File: config.mk
export PLATFORM = sky130hd
export DESIGN_NAME = snake_grid_renderer
export DESIGN_NICKNAME = d
export VERILOG_FILES = /design/src/rtl/snake_grid_renderer.sv
export SDC_FILE = /design/constraint.sdc
export NUM_CORES = 1
export LEC_CHECK = 0
export CORE_AREA = 2 2 233 235
export CTS_BUF_LIST = sky130_fd_sc_hd__clkbuf_4 sky130_fd_sc_hd__clkbuf_8
export DETAILED_ROUTE_END_ITERATION = 6
export DIE_AREA = 0 0 235 237
export GPL_TIMING_DRIVEN = 0
export HOLD_SLACK_MARGIN = 0.02
export PLACE_DENSITY_LB_ADDON = 0.12
export SLEW_MARGIN = 25
export SYNTH_ARGS = -nofsm -noshare
export SYNTH_HDL_FRONTEND = slang
export SYNTH_SLANG_ARGS = --single-unit
File: constraint.sdc
create_clock -name clock -period 4.1 [get_ports clock]
set_clock_uncertainty 0.15 [all_clocks]
set_input_delay 0.82 -clock clock [delete_from_list [all_inputs] [get_ports clock]]
set_output_delay 0.82 -clock clock [all_outputs]
set_load 0.01 [all_outputs]
File: src/rtl/snake_grid_renderer.sv
// ---------------------------------------------------------------------------
// snake_grid_renderer
//
// Per-pixel renderer for the snake game. It sits between the VGA sync
// generator and the VGA pins. The pixel stream is mapped onto a
// GRID_W x GRID_H cell grid by counting pixels and lines rather than
// dividing. One colour is produced per pixel, with two cycles of latency.
//
// Ports:
//   clock                  pixel clock
//   reset                  synchronous, active-high
//   in_display_area        active-video flag from the sync generator
//   frame_start            one-cycle pulse in vertical blanking
//   h_sync_in, v_sync_in   syncs from the generator
//   game_status            00 PAUSED, 01 PLAYING, 10 DIE_FLASHING,
//                          11 INITIALIZING
//   snake_color            3-bit snake colour
//   snake_x/y_flat         packed piece coordinates, piece 0 is the head
//   snake_piece_is_display per-piece enable
//   apple_x/y_flat         packed apple coordinates
//   apple_bonus            per-apple bonus flag
//   wall_x/y_flat          packed wall coordinates
//   h_sync, v_sync         syncs delayed two cycles, aligned with vga
//   vga                    12-bit pixel colour
// ---------------------------------------------------------------------------
module snake_grid_renderer #(
    parameter int COORD_W      = 6,
    parameter int GRID_W       = 49,
    parameter int GRID_H       = 27,
    parameter int CELL_W       = 21,
    parameter int CELL_H       = 28,
    parameter int SNAKE_LEN    = 32,
    parameter int APPLE_N      = 5,
    parameter int WALL_N       = 8,
    parameter int BLINK_FRAMES = 30
) (
    input  logic                           clock,
    input  logic                           reset,
    input  logic                           in_display_area,
    input  logic                           frame_start,
    input  logic                           h_sync_in,
    input  logic                           v_sync_in,
    input  logic [1:0]                     game_status,
    input  logic [2:0]                     snake_color,
    input  logic [SNAKE_LEN*COORD_W-1:0]   snake_x_flat,
    input  logic [SNAKE_LEN*COORD_W-1:0]   snake_y_flat,
    input  logic [SNAKE_LEN-1:0]           snake_piece_is_display,
    input  logic [APPLE_N*COORD_W-1:0]     apple_x_flat,
    input  logic [APPLE_N*COORD_W-1:0]     apple_y_flat,
    input  logic [APPLE_N-1:0]             apple_bonus,
    input  logic [WALL_N*COORD_W-1:0]      wall_x_flat,
    input  logic [WALL_N*COORD_W-1:0]      wall_y_flat,
    output logic                           h_sync,
    output logic                           v_sync,
    output logic [11:0]                    vga
);

    localparam int SUB_X_W = $clog2(CELL_W + 1);
    localparam int SUB_Y_W = $clog2(CELL_H + 1);
    localparam int BLINK_W = $clog2(BLINK_FRAMES + 1);

    typedef enum logic [1:0] {
        PAUSED       = 2'b00,
        PLAYING      = 2'b01,
        DIE_FLASHING = 2'b10,
        INITIALIZING = 2'b11
    } status_t;

    status_t status;
    assign status = status_t'(game_status);

    logic [SUB_X_W-1:0] sub_x;
    logic [SUB_Y_W-1:0] sub_y;
    logic [COORD_W-1:0] cell_x;
    logic [COORD_W-1:0] cell_y;

    logic               display_d1;
    logic               hs_d1;
    logic               vs_d1;
    logic [COORD_W-1:0] cell_x_s1;
    logic [COORD_W-1:0] cell_y_s1;

    logic [BLINK_W-1:0] frame_cnt;
    logic               blink_phase;

    logic               line_end;
    assign line_end = display_d1 && !in_display_area;

    // The counters describe the pixel presented in the current cycle. The
    // x counters are zero whenever video is inactive, so each line starts
    // at cell 0. Saturation keeps pixels past the grid on the last
    // (border) column/row instead of wrapping.
    always_ff @(posedge clock) begin
        if (reset) begin
            sub_x  <= '0;
            cell_x <= '0;
        end else if (!in_display_area) begin
            sub_x  <= '0;
            cell_x <= '0;
        end else if (sub_x == SUB_X_W'(CELL_W - 1)) begin
            sub_x <= '0;
            if (cell_x != COORD_W'(GRID_W - 1))
                cell_x <= cell_x + 1'b1;
        end else begin
            sub_x <= sub_x + 1'b1;
        end
    end

    // Vertical counters advance on the falling edge of active video.
    // frame_start has priority so a frame always begins on row 0.
    always_ff @(posedge clock) begin
        if (reset) begin
            sub_y  <= '0;
            cell_y <= '0;
        end else if (frame_start) begin
            sub_y  <= '0;
            cell_y <= '0;
        end else if (line_end) begin
            if (sub_y == SUB_Y_W'(CELL_H - 1)) begin
                sub_y <= '0;
                if (cell_y != COORD_W'(GRID_H - 1))
                    cell_y <= cell_y + 1'b1;
            end else begin
                sub_y <= sub_y + 1'b1;
            end
        end
    end

    // Stage 1 register: freezes the cell position of this cycle's pixel
    // together with its video flag and syncs so that they stay aligned.
    always_ff @(posedge clock) begin
        if (reset) begin
            display_d1 <= 1'b0;
            hs_d1      <= 1'b0;
            vs_d1      <= 1'b0;
            cell_x_s1  <= '0;
            cell_y_s1  <= '0;
        end else begin
            display_d1 <= in_display_area;
            hs_d1      <= h_sync_in;
            vs_d1      <= v_sync_in;
            cell_x_s1  <= cell_x;
            cell_y_s1  <= cell_y;
        end
    end

    // Death blink: count frames while flashing, toggle the dark phase
    // every BLINK_FRAMES frames, and drop straight back to the lit phase
    // as soon as the game leaves the flashing state.
    always_ff @(posedge clock) begin
        if (reset) begin
            frame_cnt   <= '0;
            blink_phase <= 1'b0;
        end else if (status != DIE_FLASHING) begin
            frame_cnt   <= '0;
            blink_phase <= 1'b0;
        end else if (frame_start) begin
            if (frame_cnt == BLINK_W'(BLINK_FRAMES - 1)) begin
                frame_cnt   <= '0;
                blink_phase <= ~blink_phase;
            end else begin
                frame_cnt <= frame_cnt + 1'b1;
            end
        end
    end

    logic        is_border;
    logic        wall_hit;
    logic        apple_hit;
    logic        apple_is_bonus;
    logic        head_hit;
    logic        body_hit;
    logic [11:0] head_color;
    logic [11:0] body_color;
    logic [11:0] pixel_color;

    // Object matching against the stage-1 cell. When several apples share
    // a cell the lowest-index apple decides the bonus colour.
    always_comb begin
        wall_hit       = 1'b0;
        apple_hit      = 1'b0;
        apple_is_bonus = 1'b0;
        body_hit       = 1'b0;
        head_color     = '0;
        body_color     = '0;

        is_border = (cell_x_s1 == '0) || (cell_x_s1 == COORD_W'(GRID_W - 1)) ||
                    (cell_y_s1 == '0) || (cell_y_s1 == COORD_W'(GRID_H - 1));

        for (int k = 0; k < WALL_N; k++) begin
            if (wall_x_flat[k*COORD_W +: COORD_W] == cell_x_s1 &&
                wall_y_flat[k*COORD_W +: COORD_W] == cell_y_s1)
                wall_hit = 1'b1;
        end

        for (int k = 0; k < APPLE_N; k++) begin
            if (!apple_hit &&
                apple_x_flat[k*COORD_W +: COORD_W] == cell_x_s1 &&
                apple_y_flat[k*COORD_W +: COORD_W] == cell_y_s1) begin
                apple_hit      = 1'b1;
                apple_is_bonus = apple_bonus[k];
            end
        end

        head_hit = snake_piece_is_display[0] &&
                   snake_x_flat[COORD_W-1:0] == cell_x_s1 &&
                   snake_y_flat[COORD_W-1:0] == cell_y_s1;

        for (int k = 1; k < SNAKE_LEN; k++) begin
            if (snake_piece_is_display[k] &&
                snake_x_flat[k*COORD_W +: COORD_W] == cell_x_s1 &&
                snake_y_flat[k*COORD_W +: COORD_W] == cell_y_s1)
                body_hit = 1'b1;
        end

        // Each colour bit fills a whole nibble; the head is brightened and
        // the body dimmed so the two are always distinguishable.
        for (int n = 0; n < 3; n++) begin
            head_color[n*4 +: 4] = {4{snake_color[n]}} | 4'b0100;
            body_color[n*4 +: 4] = {4{snake_color[n]}} & 4'b0111;
        end
    end

    // Colour priority, highest first.
    always_comb begin
        pixel_color = 12'h000;
        if (!display_d1)
            pixel_color = 12'h000;
        else if (status == DIE_FLASHING && blink_phase)
            pixel_color = 12'h000;
        else if (is_border)
            pixel_color = (status == PLAYING || status == DIE_FLASHING) ? 12'hFFF : 12'h777;
        else if (wall_hit)
            pixel_color = 12'hFFF;
        else if (apple_hit)
            pixel_color = apple_is_bonus ? 12'h0FF : 12'h00F;
        else if (head_hit)
            pixel_color = head_color;
        else if (body_hit)
            pixel_color = body_color;
    end

    // Stage 2 register: colour and syncs leave together.
    always_ff @(posedge clock) begin
        if (reset) begin
            vga    <= 12'h000;
            h_sync <= 1'b0;
            v_sync <= 1'b0;
        end else begin
            vga    <= pixel_color;
            h_sync <= hs_d1;
            v_sync <= vs_d1;
        end
    end

endmodule

==> impl_metrics.tcl <==
set metrics [dict create \
    peakVddDrop_uv 159 \
    final_cell_area_sq_um 15700 \
    cts_resized 0 \
    synth_common_cells "325 x xnor2_1, 235 x xor2_1, 76 x nor4_1" \
    worstPathMaxFanout 4 \
    grt_overflow 0 \
    drive_above_1_share 0.0457 \
    clkTransAtPathRegs_ns 0.10 \
    cp_slowest_cell "nor4_2" \
    synth-edff-count 0 \
    p_sw_w 0.000456 \
    cpPeakStageDelay_ns 0.82 \
    max_cap_viol_count 0 \
    synth.area.top_cells "xnor2_1 33%, xor2_1 24%, dfxtp_1 12%" \
    finalCritPeriodShare 0.873 \
    leakagePower_nw 5.66 \
    internal_power_w 0.00132 \
    min_from "hs_d1" \
    max_freq_mhz 279 \
    worstMarginPinSlew_ns 0.904 \
    finalSetupViolCount 0 \
    finalWeightedCongestion 0.902 \
    core-area_sq_um 53300 \
    dr.pass1.iters 5 \
    dpl.hpwl_mm 53.1 \
    pwr-share-seq 0.302 \
    yosysMostFrequentCell "xnor2_1" \
    combPwrFrac 0.519 \
    cts-hold-fix-buffers 0 \
    gr-usage-all-layers 0.224 \
    fp.dieArea_sq_um 55700 \
    crit_required_ns 4.16 \
    yosysTopAreaCellShare 0.328 \
    start_kind "primary input" \
    viasPerCell 4.21 \
    cts_buffers 5 \
    rsz0062_at_grt "false" \
    crit_type "in2reg" \
    ios 602 \
    clock-sinks 54 \
    drt_wl_total_mm 64.5 \
    timing.critical_path.from "snake_x_flat[87]" \
    drc 0 \
    final_nets 2238 \
    grt_pass1_wl_mm 87.5 \
    clk_latency_ns 0.32 \
    drtIter0Drc 385 \
    hold_violations 0 \
    syn_inst 1033 \
    final-seq-area_sq_um 1080 \
    synth_top_cell_by_area "xnor2_1" \
    switching_share 0.257 \
    path_cells "clkdlybuf4s50_1 -> xor2_1 -> nor4_1 -> a41oi_1 -> nand4_1 -> nor4_2 -> nand2_1 -> a41o_1" \
    die_w_microns 235 \
    ant_nets 0 \
    synth_cell_types 41 \
    die-height_microns 237 \
    fillCellCount 5703 \
    num_vias 9862 \
    timing.hold.ws_ns 0.297 \
    syn2layout_area_growth_pct 80.5 \
    clkPwrFrac 0.180 \
    drv_slew 0 \
    power.density_nw_per_um2 113 \
    ys_ff_latch 54 \
    seq_area_frac_synth 0.125 \
    post-cts-setup-buffer-count 0 \
    setup.worst_path.end_class "register" \
    async_reset_ff_frac 0 \
    worstPathArrival_ns 3.64 \
    io_buffers 600 \
    post_drt_wl_per_cell_microns 27.5 \
    ys_warn_count 0 \
    slew_headroom 0.392 \
    min_path_type "reg2reg" \
    grt_max_degree 20 \
    num_rows 85 \
    multiInputGateArea_sq_um 6970 \
    synth_nets 1631 \
    total_power_w 0.00178 \
    synth_ff_type "dfxtp_1" \
    grt_pass1_vias 10600 \
    start_util 0.163 \
    cts_root_buffer "clkbuf_8" \
    status "complete, no violations" \
    cts_tree "built" \
    placed_cell_area_sq_um 15600 \
    worstReg2RegStart "cell_x_s1[3]" \
    htreeDepth 2 \
    syn_area_per_cell_sq_um 8.40 \
    timing.setup.tns_ns 0 \
    post-route-util 0.294 \
    synth_area_sq_um 8680 \
    fin_crit_ns 3.58 \
    antenna_found_initial 15 \
    clockBufferDepth 2 \
]
## through the flow
stage	worst slack, ns	instances
after global placement	0.147	2329
after detailed placement	0.123	2329
final	0.520	2343
after global routing	0.389	2340
after floorplan	1.63	1033
after CTS	0.432	2337
## final timing paths
check                           endpoint  slack (ns)  cells after the start
worst min register to register    h_sync        0.30                      1
worst max-delay path              vga[9]        0.52                      8
worst min-delay path              h_sync        0.30                      1
worst max register to register    vga[9]        0.55                      9
## placed cells by master, fill, tap and decap left out, types with 6 or more instances in the layout
cell type          n
clkdlybuf4s50_1  600
xnor2_1          325
xor2_1           235
nor4_1            76
nand4_1           73
dfxtp_1           54
buf_4             37
nor2_1            32
nand2_1           32
nand3_1           30
buf_6             23
a41oi_1           16
nor2b_1           13
inv_1             10
ha_1              10
nor3_1             8
a21oi_1            7
diode_2            6
## registers in the layout, summed over array words and instances, names as in the netlist
register     cells
vga              9
cell_x           6
cell_x_s1        6
cell_y           6
cell_y_s1        6
frame_cnt        5
sub_x            5
sub_y            5
blink_phase      1
display_d1       1
h_sync           1
hs_d1            1
v_sync           1
vs_d1            1
## power by group through the flow
stage | combinational [W] | sequential (W) | clock, W
floorplan | 0.000249 | 0.000549 | 0
global placement | 0.000910 | 0.000548 | 0
detailed placement | 0.000918 | 0.000548 | 0
CTS | 0.000927 | 0.000536 | 0.000337
global route | 0.000986 | 0.000537 | 0.000354
finish | 0.000922 | 0.000536 | 0.000319
## logic make-up after synthesis
group / count (synthesis) / share of synthesized area
xor gates and xnor gates: 560 / 0.565
and+or+nand+nor: 290 / 0.189
buffers and inverters: 78 / 0.0729
DFF: 54 / 0.125
AOI/OAI and AO/OA: 40 / 0.0336
adders and majority gates: 10 / 0.0144
muxes: 1 / 0.00115
## critical path, delay by kind of cell
| family | cells | cell delay, ns |
|---|---|---|
| and+or+nand+nor | 4 | 1.43 |
| xor gates and xnor gates | 1 | 0.24 |
| AOI/OAI and AO/OA | 2 | 0.66 |
| buffers and inverters | 1 | 0.48 |
## layer usage
layer,global-route usage,wire [microns],part of all wire
met1,0.253,25200,0.39
met2,0.440,35000,0.54
met5,0,80,0.0012
met3,0.0449,3610,0.056
met4,0.0203,619,0.0096
## layout make-up
cell class	count	area share
well taps	696	0.0556
plain buffers	68	0.0380
diodes	6	0.000958
clock buffers	5	0.00439
multi-input cells	901	0.445
clock inverters	3	0.00168
inverters	10	0.00240
repair buffers	600	0.383
flip-flops and latches	54	0.0690
Note: power is estimated with default switching activity, not from simulation.
